<file path="src/rtl/sdram_arbiter.sv">
// SDRAM request arbiter: one download write buffer plus four read ports share a
// single SDRAM controller request channel, with at most one transaction in flight.
//
// Ports:
//   clk, reset                      system clock, asynchronous active-high reset
//   dl_addr, dl_data, dl_wr         download write (absolute address, data, strobe)
//   dl_ready, dl_overflow           buffer empty flag, sticky dropped-write flag
//   pN_req, pN_addr (N=0..3)        read request level and segment-relative address
//   pN_ack, pN_valid, pN_q          accept pulse, read-data pulse, held read data
//   sdram_addr/data/we/req          request to the controller (held until ack)
//   sdram_ack, sdram_valid, sdram_q controller accept pulse, read-data pulse, data
module sdram_arbiter #(
  parameter int unsigned ADDR_WIDTH = 23,
  parameter int unsigned DATA_WIDTH = 32,
  parameter logic [ADDR_WIDTH-1:0] BASE_0 = '0,
  parameter logic [ADDR_WIDTH-1:0] BASE_1 = '0,
  parameter logic [ADDR_WIDTH-1:0] BASE_2 = '0,
  parameter logic [ADDR_WIDTH-1:0] BASE_3 = '0
) (
  input  logic                  clk,
  input  logic                  reset,
  input  logic [ADDR_WIDTH-1:0] dl_addr,
  input  logic [DATA_WIDTH-1:0] dl_data,
  input  logic                  dl_wr,
  output logic                  dl_ready,
  output logic                  dl_overflow,
  input  logic                  p0_req,
  input  logic [ADDR_WIDTH-1:0] p0_addr,
  output logic                  p0_ack,
  output logic                  p0_valid,
  output logic [DATA_WIDTH-1:0] p0_q,
  input  logic                  p1_req,
  input  logic [ADDR_WIDTH-1:0] p1_addr,
  output logic                  p1_ack,
  output logic                  p1_valid,
  output logic [DATA_WIDTH-1:0] p1_q,
  input  logic                  p2_req,
  input  logic [ADDR_WIDTH-1:0] p2_addr,
  output logic                  p2_ack,
  output logic                  p2_valid,
  output logic [DATA_WIDTH-1:0] p2_q,
  input  logic                  p3_req,
  input  logic [ADDR_WIDTH-1:0] p3_addr,
  output logic                  p3_ack,
  output logic                  p3_valid,
  output logic [DATA_WIDTH-1:0] p3_q,
  output logic [ADDR_WIDTH-1:0] sdram_addr,
  output logic [DATA_WIDTH-1:0] sdram_data,
  output logic                  sdram_we,
  output logic                  sdram_req,
  input  logic                  sdram_ack,
  input  logic                  sdram_valid,
  input  logic [DATA_WIDTH-1:0] sdram_q
);

  typedef enum logic [1:0] {StIdle, StWaitAck, StWaitValid} state_e;

  state_e                state_q, state_d;
  logic [1:0]            rr_q, rr_d;        // first port examined on the next search
  logic [1:0]            owner_q, owner_d;  // read port owning the transaction
  logic                  req_q, req_d;
  logic                  we_q, we_d;
  logic [ADDR_WIDTH-1:0] addr_q, addr_d;
  logic [DATA_WIDTH-1:0] data_q, data_d;
  logic [3:0]            p_ack_q, p_ack_d;
  logic [3:0]            p_valid_q, p_valid_d;
  logic [DATA_WIDTH-1:0] p_q_q [4];
  logic [DATA_WIDTH-1:0] p_q_d [4];
  logic                  dl_full_q, dl_full_d;
  logic                  dl_ovf_q, dl_ovf_d;
  logic [ADDR_WIDTH-1:0] dl_addr_q, dl_addr_d;
  logic [DATA_WIDTH-1:0] dl_data_q, dl_data_d;

  logic [3:0]            p_req;
  logic [ADDR_WIDTH-1:0] p_addr [4];
  logic                  grant_found;
  logic [1:0]            grant_idx;
  logic [1:0]            search_idx;
  logic [ADDR_WIDTH-1:0] base_sel;
  logic                  buf_clear;

  assign p_req     = {p3_req, p2_req, p1_req, p0_req};
  assign p_addr[0] = p0_addr;
  assign p_addr[1] = p1_addr;
  assign p_addr[2] = p2_addr;
  assign p_addr[3] = p3_addr;

  always_comb begin
    state_d     = state_q;
    rr_d        = rr_q;
    owner_d     = owner_q;
    req_d       = req_q;
    we_d        = we_q;
    addr_d      = addr_q;
    data_d      = data_q;
    p_ack_d     = '0;
    p_valid_d   = '0;
    for (int i = 0; i < 4; i++) p_q_d[i] = p_q_q[i];
    dl_full_d   = dl_full_q;
    dl_ovf_d    = dl_ovf_q;
    dl_addr_d   = dl_addr_q;
    dl_data_d   = dl_data_q;
    grant_found = 1'b0;
    grant_idx   = rr_q;
    search_idx  = rr_q;
    base_sel    = BASE_0;

    // Round-robin search starting at rr_q.
    for (int i = 0; i < 4; i++) begin
      search_idx = rr_q + 2'(i);
      if (!grant_found && p_req[search_idx]) begin
        grant_found = 1'b1;
        grant_idx   = search_idx;
      end
    end

    unique case (grant_idx)
      2'd0: base_sel = BASE_0;
      2'd1: base_sel = BASE_1;
      2'd2: base_sel = BASE_2;
      2'd3: base_sel = BASE_3;
      default: base_sel = BASE_0;
    endcase

    buf_clear = (state_q == StWaitAck) && sdram_ack && we_q;

    unique case (state_q)
      StIdle: begin
        if (dl_full_q) begin
          req_d   = 1'b1;
          we_d    = 1'b1;
          addr_d  = dl_addr_q;
          data_d  = dl_data_q;
          state_d = StWaitAck;
        end else if (grant_found) begin
          req_d   = 1'b1;
          we_d    = 1'b0;
          addr_d  = base_sel + p_addr[grant_idx];  // wraps at ADDR_WIDTH
          data_d  = '0;
          owner_d = grant_idx;
          rr_d    = grant_idx + 2'd1;
          state_d = StWaitAck;
        end
      end
      StWaitAck: begin
        if (sdram_ack) begin
          req_d = 1'b0;
          if (we_q) begin
            state_d = StIdle;
          end else begin
            p_ack_d[owner_q] = 1'b1;
            state_d          = StWaitValid;
          end
        end
      end
      StWaitValid: begin
        if (sdram_valid) begin
          p_valid_d[owner_q] = 1'b1;
          p_q_d[owner_q]     = sdram_q;
          state_d            = StIdle;
        end
      end
      default: state_d = StIdle;
    endcase

    // A strobe coinciding with the write ack refills the slot being freed.
    if (buf_clear) dl_full_d = 1'b0;
    if (dl_wr) begin
      if (!dl_full_q || buf_clear) begin
        dl_full_d = 1'b1;
        dl_addr_d = dl_addr;
        dl_data_d = dl_data;
      end else begin
        dl_ovf_d = 1'b1;
      end
    end
  end

  always_ff @(posedge clk or posedge reset) begin
    if (reset) begin
      state_q   <= StIdle;
      rr_q      <= 2'd0;
      owner_q   <= 2'd0;
      req_q     <= 1'b0;
      we_q      <= 1'b0;
      addr_q    <= '0;
      data_q    <= '0;
      p_ack_q   <= '0;
      p_valid_q <= '0;
      for (int i = 0; i < 4; i++) p_q_q[i] <= '0;
      dl_full_q <= 1'b0;
      dl_ovf_q  <= 1'b0;
      dl_addr_q <= '0;
      dl_data_q <= '0;
    end else begin
      state_q   <= state_d;
      rr_q      <= rr_d;
      owner_q   <= owner_d;
      req_q     <= req_d;
      we_q      <= we_d;
      addr_q    <= addr_d;
      data_q    <= data_d;
      p_ack_q   <= p_ack_d;
      p_valid_q <= p_valid_d;
      for (int i = 0; i < 4; i++) p_q_q[i] <= p_q_d[i];
      dl_full_q <= dl_full_d;
      dl_ovf_q  <= dl_ovf_d;
      dl_addr_q <= dl_addr_d;
      dl_data_q <= dl_data_d;
    end
  end

  assign dl_ready    = !dl_full_q;
  assign dl_overflow = dl_ovf_q;
  assign sdram_req   = req_q;
  assign sdram_we    = we_q;
  assign sdram_addr  = addr_q;
  assign sdram_data  = data_q;
  assign p0_ack      = p_ack_q[0];
  assign p1_ack      = p_ack_q[1];
  assign p2_ack      = p_ack_q[2];
  assign p3_ack      = p_ack_q[3];
  assign p0_valid    = p_valid_q[0];
  assign p1_valid    = p_valid_q[1];
  assign p2_valid    = p_valid_q[2];
  assign p3_valid    = p_valid_q[3];
  assign p0_q        = p_q_q[0];
  assign p1_q        = p_q_q[1];
  assign p2_q        = p_q_q[2];
  assign p3_q        = p_q_q[3];

endmodule
</file>
<file path="config.mk">
export PLATFORM = sky130hd
export DESIGN_NAME = sdram_arbiter
export DESIGN_NICKNAME = d
export VERILOG_FILES = /design/src/rtl/sdram_arbiter.sv
export SDC_FILE = /design/constraint.sdc
export NUM_CORES = 1
export LEC_CHECK = 0
export ABC_AREA = 0
export BUFFER_PORTS_ARGS = -buffer_cell sky130_fd_sc_hd__buf_2
export CORE_MARGIN = 2
export CORE_UTILIZATION = 40
export CTS_BUF_LIST = sky130_fd_sc_hd__clkbuf_16
export DETAILED_ROUTE_END_ITERATION = 6
export GPL_ROUTABILITY_DRIVEN = 1
export GPL_TIMING_DRIVEN = 1
export HOLD_SLACK_MARGIN = 0.06
export PLACE_DENSITY = 0.67
export SLEW_MARGIN = 25
export SYNTH_ARGS = -nofsm -noshare
export SYNTH_HDL_FRONTEND = slang
export SYNTH_SLANG_ARGS = --single-unit
</file>
<file path="constraint.sdc">
create_clock -name clk -period 19.2 [get_ports clk]
set_clock_uncertainty 0.1 [all_clocks]
set_input_delay 1.92 -clock clk [delete_from_list [all_inputs] [get_ports clk]]
set_output_delay 1.92 -clock clk [all_outputs]
set_load 0.02 [all_outputs]
</file>
* After elaboration in Yosys (flattened, before gate mapping)
Index checks and enable logic that the tools add are counted.
** Word-level totals
- Register bits :: 256
- Output and inout bits :: 195
** Operators by class
- $add $sub $neg :: 5
- Order comparisons :: 9
- Equal/unequal tests :: 8
- Mux-type cells :: 48
- Bitwise gates (word level) :: 4
- Reductions and logical operators :: 24
** Operators with widths (count)
- $bwmux W128 :: 1
- $mux W23 :: 5
- $mux W32 :: 3
- $demux W32 S2 :: 1
- $bmux W23 S2 :: 1
- $add A23 B23 Y23 :: 1
- $mux W4 :: 5
- $mux W1 :: 17
- $mux W2 :: 8
- $lt A2 B3 Y1 const B :: 5
- $reduce_and A3 Y1 :: 3
- $bmux W1 S2 :: 4
- $reduce_and A2 Y1 :: 4
- $logic_and A1 B1 Y1 :: 7
- $eq A2 B2 Y1 const B :: 3
- $ge A3 B3 Y1 const B :: 2
- $not A2 Y3 :: 2
- $pmux W2 S3 :: 1
- $add A2 B1 Y2 const B :: 2
- $add A2 B2 Y2 const B :: 2
- $eq A2 B1 Y1 const B :: 2
- $logic_not A1 Y1 :: 4
- $logic_not A2 Y1 :: 2
- $ne A2 B2 Y1 const B :: 2
- other kinds (9) :: 11

* Longest topological paths before layout
- Word-level depth :: 19
- Depth in mapped cells :: 8

* Worst setup path before layout
Ideal clock, no wire load.
- Path type :: input to register
- Start :: input p0_req
- End :: register addr_q[10], in the netlist sdram_addr[10]
- Setup time :: 0.094 ns
- Arrival time :: 3.147 ns
- Data required time :: 19.006 ns
- Slack :: 15.860 ns
- Stages on the path :: 6
- Buffers on the path :: 1
- Path through :: or2_1 or4_4 nand2_4 nor3_2 buf_6 a221oi_2
** Between the ends
- Cells in the longest elaborated chain, start to end :: 19
- Elaborated cells on any way between the ends :: 30
- Classes of those cells :: add/sub (1); mux (20); bitwise (1); reduce/logical (8)
** Ends and longest elaborated chain
- from (decl) :: RTL line 27 : input logic p0_req,
- $bmux W1 S2 :: RTL line 111 : if (!grant_found && p_req[search_idx]) begin
- $mux W1 (implied by the code) :: RTL line 111
- $mux W1 :: RTL line 111
- $logic_not A1 Y1 :: RTL line 111
- $logic_and A1 B1 Y1 :: RTL line 111
- $mux W1 :: RTL line 111
- $logic_not A1 Y1 :: RTL line 111
- $logic_and A1 B1 Y1 :: RTL line 111
- [... 2 more ...]
- $logic_and A1 B1 Y1 :: RTL line 111
- $mux W2 :: RTL line 111
- $not A2 Y3 (implied by the code) :: RTL line 138 : addr_d = base_sel + p_addr[grant_idx];
- $bmux W23 S2 :: RTL line 138
- $mux W23 (implied by the code) (2 in series) :: RTL line 138
- $add A23 B23 Y23 :: RTL line 138
- $mux W23 :: RTL line 135 : end else if (grant_found) begin
- $mux W23 :: RTL line 129 : if (dl_full_q) begin
- to (signal assigned) :: RTL line 201 : addr_q <= addr_d;
- to (decl) :: RTL line 63 : logic [ADDR_WIDTH-1:0] addr_q, addr_d;
Parallel ways exist; a longest one is shown, timed or not. The select of a mux whose other input is x is not followed.
A chain may end at the register's enable or synchronous reset.

* Worst setup path in the final report
- Start :: input p2_req
- End :: register addr_q[13], in the netlist sdram_addr[13]
** Between the ends
- Cells in the longest elaborated chain, start to end :: 19
- Elaborated cells on any way between the ends :: 30
- Classes of those cells :: add/sub (1); mux (20); bitwise (1); reduce/logical (8)
** Ends and longest elaborated chain
- from (decl) :: RTL line 37 : input logic p2_req,
- $bmux W1 S2 :: RTL line 111
- $mux W1 (implied by the code) :: RTL line 111
- $mux W1 :: RTL line 111
- $logic_not A1 Y1 :: RTL line 111
- $logic_and A1 B1 Y1 :: RTL line 111
- $mux W1 :: RTL line 111
- $logic_not A1 Y1 :: RTL line 111
- $logic_and A1 B1 Y1 :: RTL line 111
- [... 2 more ...]
- $logic_and A1 B1 Y1 :: RTL line 111
- $mux W2 :: RTL line 111
- $not A2 Y3 (implied by the code) :: RTL line 138
- $bmux W23 S2 :: RTL line 138
- $mux W23 (implied by the code) (2 in series) :: RTL line 138
- $add A23 B23 Y23 :: RTL line 138
- $mux W23 :: RTL line 135
- $mux W23 :: RTL line 129
Parallel ways exist; a longest one is shown, timed or not. The select of a mux whose other input is x is not followed.

==> impl_metrics.env <==
export IMPL_status="complete, no violations"
export IMPL_area_growth_syn_to_layout_pct=30.2
export IMPL_cts_sinks=256
export IMPL_cts_max_path_buffers=3
export IMPL_coreArea_um2=25300
export IMPL_post_cts_buffers=0
export IMPL_nFillCells=2182
export IMPL_final_hold_viol_count=0
export IMPL_period_share_pct=18.2
export IMPL_cts_hold_buf=0
export IMPL_drc=0
export IMPL_yosysWarnings=0
export IMPL_die_area_um2=27100
export IMPL_first_pass_iters=6
export IMPL_synth_fp_nets=925
export IMPL_cpPeakStageDelay_ps=620
export IMPL_design_area_um2=13500
export IMPL_synth_async_sr_flop_share_pct=100
export IMPL_relSlewSlack_pct=35.9
export IMPL_cts_tree="yes"
export IMPL_drv_cap=0
export IMPL_p_per_area_nw_per_um2=167
export IMPL_arrival_ps=3830
export IMPL_ir_drop_mv=0.0877
export IMPL_vias=7386
export IMPL_synth_seq_cells=256
export IMPL_gr_total_overflow=0
export IMPL_setup_viol=0
export IMPL_place_congestion=0.780
export IMPL_antenna_found_initial=3
export IMPL_io_buffers=382
export IMPL_endpoint_kind="register"
export IMPL_start_kind="input port"
export IMPL_fin_setup_tns_ps=0
export IMPL_syn_area_per_cell_um2=14.0
export IMPL_start_util_pct=40.9
export IMPL_seq_area_frac_synth_pct=62.0
export IMPL_cp_slowest_cell="buf_4"
export IMPL_chipHeight_um=165
export IMPL_cts_buffers=28
export IMPL_critical_path_class="input port to register"
export IMPL_first_global_vias=7553
export IMPL_grt_pass1_wl_um=41100
export IMPL_cp_max_fo=44
export IMPL_fin_crit_ps=3500
export IMPL_root_buffer="clkbuf_16"
export IMPL_crit_required_ps=19530
export IMPL_drtAntennaViolNets=0
export IMPL_path_cells="buf_2 > nor2b_1 > o21ai_0 > o221a_2 > buf_4 > mux2i_1 > a221oi_2"
export IMPL_seq_area_um2=6410
export IMPL_htree_levels=1
export IMPL_nNetsFinal=1304
export IMPL_grt_usage_pct=19.2
export IMPL_hold_path_class="register to register"
export IMPL_ios=383
export IMPL_clock_latency_ps=540
export IMPL_wire_per_inst_um=18.3
export IMPL_post_route_cells_drive_above_1_share_pct=54.2
export IMPL_dieWidth_um=165
export IMPL_worstMarginPinSlew_ps=959
export IMPL_layout_cells_non_filler=1469
export IMPL_cts_resized=0
export IMPL_fmax_mhz=285
export IMPL_synth_cell_types=38
export IMPL_p_leak_nw=7.11
export IMPL_dp_cells=1416
export IMPL_syn_cell_area_um2=10300
export IMPL_multiInputGateArea_um2=3660
export IMPL_place_hpwl_um=19000
export IMPL_fin_util_pct=53.3
export IMPL_avgViaCountPerCell=5.03
export IMPL_drt_wl_total_um=26900
export IMPL_slew_violations=0
export IMPL_path_clk_slew_ps=60
export IMPL_rsz0062_at_grt="false"
export IMPL_ys_flop_type="dfrtp_1"
export IMPL_grt_max_degree=114
export IMPL_synth_edf_count=0
export IMPL_drt_iter0_drc=446
export IMPL_synthCells=737
export IMPL_fp_row_count=58
export IMPL_place_area_um2=12600
flip-flops by register name, summed over array words and instances (netlist names):
signal,count
sdram_addr,23
rr_q,2
p3_q,32
state_q,2
sdram_we,1
p_valid_q,4
dl_data_q,32
p0_q,32
owner_q,2
dl_overflow,1
dl_addr_q,23
sdram_req,1
p_ack_q,4
sdram_data,32
p1_q,32
p2_q,32
dl_full_q,1
cell usage in the layout, fill, tap and decap left out, types with 7 or more instances in the layout:
cell,Yosys,final
buf_2,19,382
dfrtp_1,256,256
mux2_2,151,151
nand2_1,101,101
mux2i_1,47,47
a22o_1,32,32
clkbuf_16,0,29
o22ai_1,23,23
a221oi_2,20,20
inv_1,7,11
nor2_1,12,9
buf_4,9,9
clkinv_1,0,7
cell type report:
type,instances,area share (%)
sequential,256,47.6
multi-input combinational,428,27.2
timing repair buffer,394,15.3
clock buffer,29,5.39
tap,330,3.07
clock inverter,21,1.11
inverter,8,0.279
antenna,3,0.0558
path summary, 6_finish.rpt:
kind,start,end,slack (ps),cells after the start
min in group asynchronous,reset,sdram_data[7],1440,2
max in group asynchronous,reset,p1_q[27],16120,3
worst max register to register,state_q[1],dl_addr_q[17],16800,5
worst min register to register,p0_q[25],p0_q[25],370,2
worst min-delay path,p0_q[25],p0_q[25],370,2
worst max-delay path,p2_req,sdram_addr[13],15700,7
Yosys cell counts, drive strengths merged (4+ instances only):
library cell | number | share of area [%]
nor2 | 12 | 0.44
a22o | 32 | 2.7
a221oi | 23 | 3.2
dfrtp | 256 | 62
o22ai | 23 | 1.4
nand2b | 4 | 0.24
inv | 8 | 0.29
mux2i | 47 | 4.6
nor3 | 4 | 0.29
mux2 | 153 | 17
nand2 | 102 | 3.8
buf | 34 | 2.3
a21oi | 4 | 0.19
clkbuf | 11 | 0.40
o21ai | 7 | 0.34
kinds of logic (layout without fill, tap and decap cells):
group | count (synthesis) | after routing | synth area share [%]
buffers and inverters | 53 | 452 | 2.95
AO/OA/AOI/OAI | 94 | 94 | 8.22
flip-flops | 256 | 256 | 62.0
multiplexers | 200 | 200 | 21.2
AND/OR/NAND/NOR | 133 | 133 | 5.54
other | 0 | 3 | 0
XOR/XNOR | 1 | 1 | 0.0848
critical path, delay by kind of cell:
family / cells / cell delay (ps)
multiplexers: 1 / 190
AND/OR/NAND/NOR: 1 / 140
buffers and inverters: 2 / 750
AO/OA/AOI/OAI: 3 / 800
through the flow:
stage | power, mW | hold slack (ps) | setup slack, ps
2_1_floorplan | 1.46 | 362 | 10140
3_3_place_gp | 1.72 | 353 | 15180
3_5_place_dp | 1.74 | 358 | 15150
4_1_cts | 2.26 | 372 | 15730
5_1_grt | 2.37 | 396 | 15590
6_report | 2.24 | 369 | 15700
where the power goes:
| part | switching, mW | internal [mW] |
|---|---|---|
| registers | 0.123 | 0.759 |
| logic | 0.487 | 0.358 |
| clock network | 0.216 | 0.298 |
| total | 0.827 | 1.41 |
routing by layer:
layer  vias to the layer above  global-route usage, %  share of wire, %
met5                         -                      0                 0
met4                         0                   6.13               3.0
met3                        50                   5.73               9.2
met2                       302                   32.0                47
met1                      3635                   24.1                41
li1                       3399                      -                 -
No activity file was read; power rests on OpenSTA's default activity.
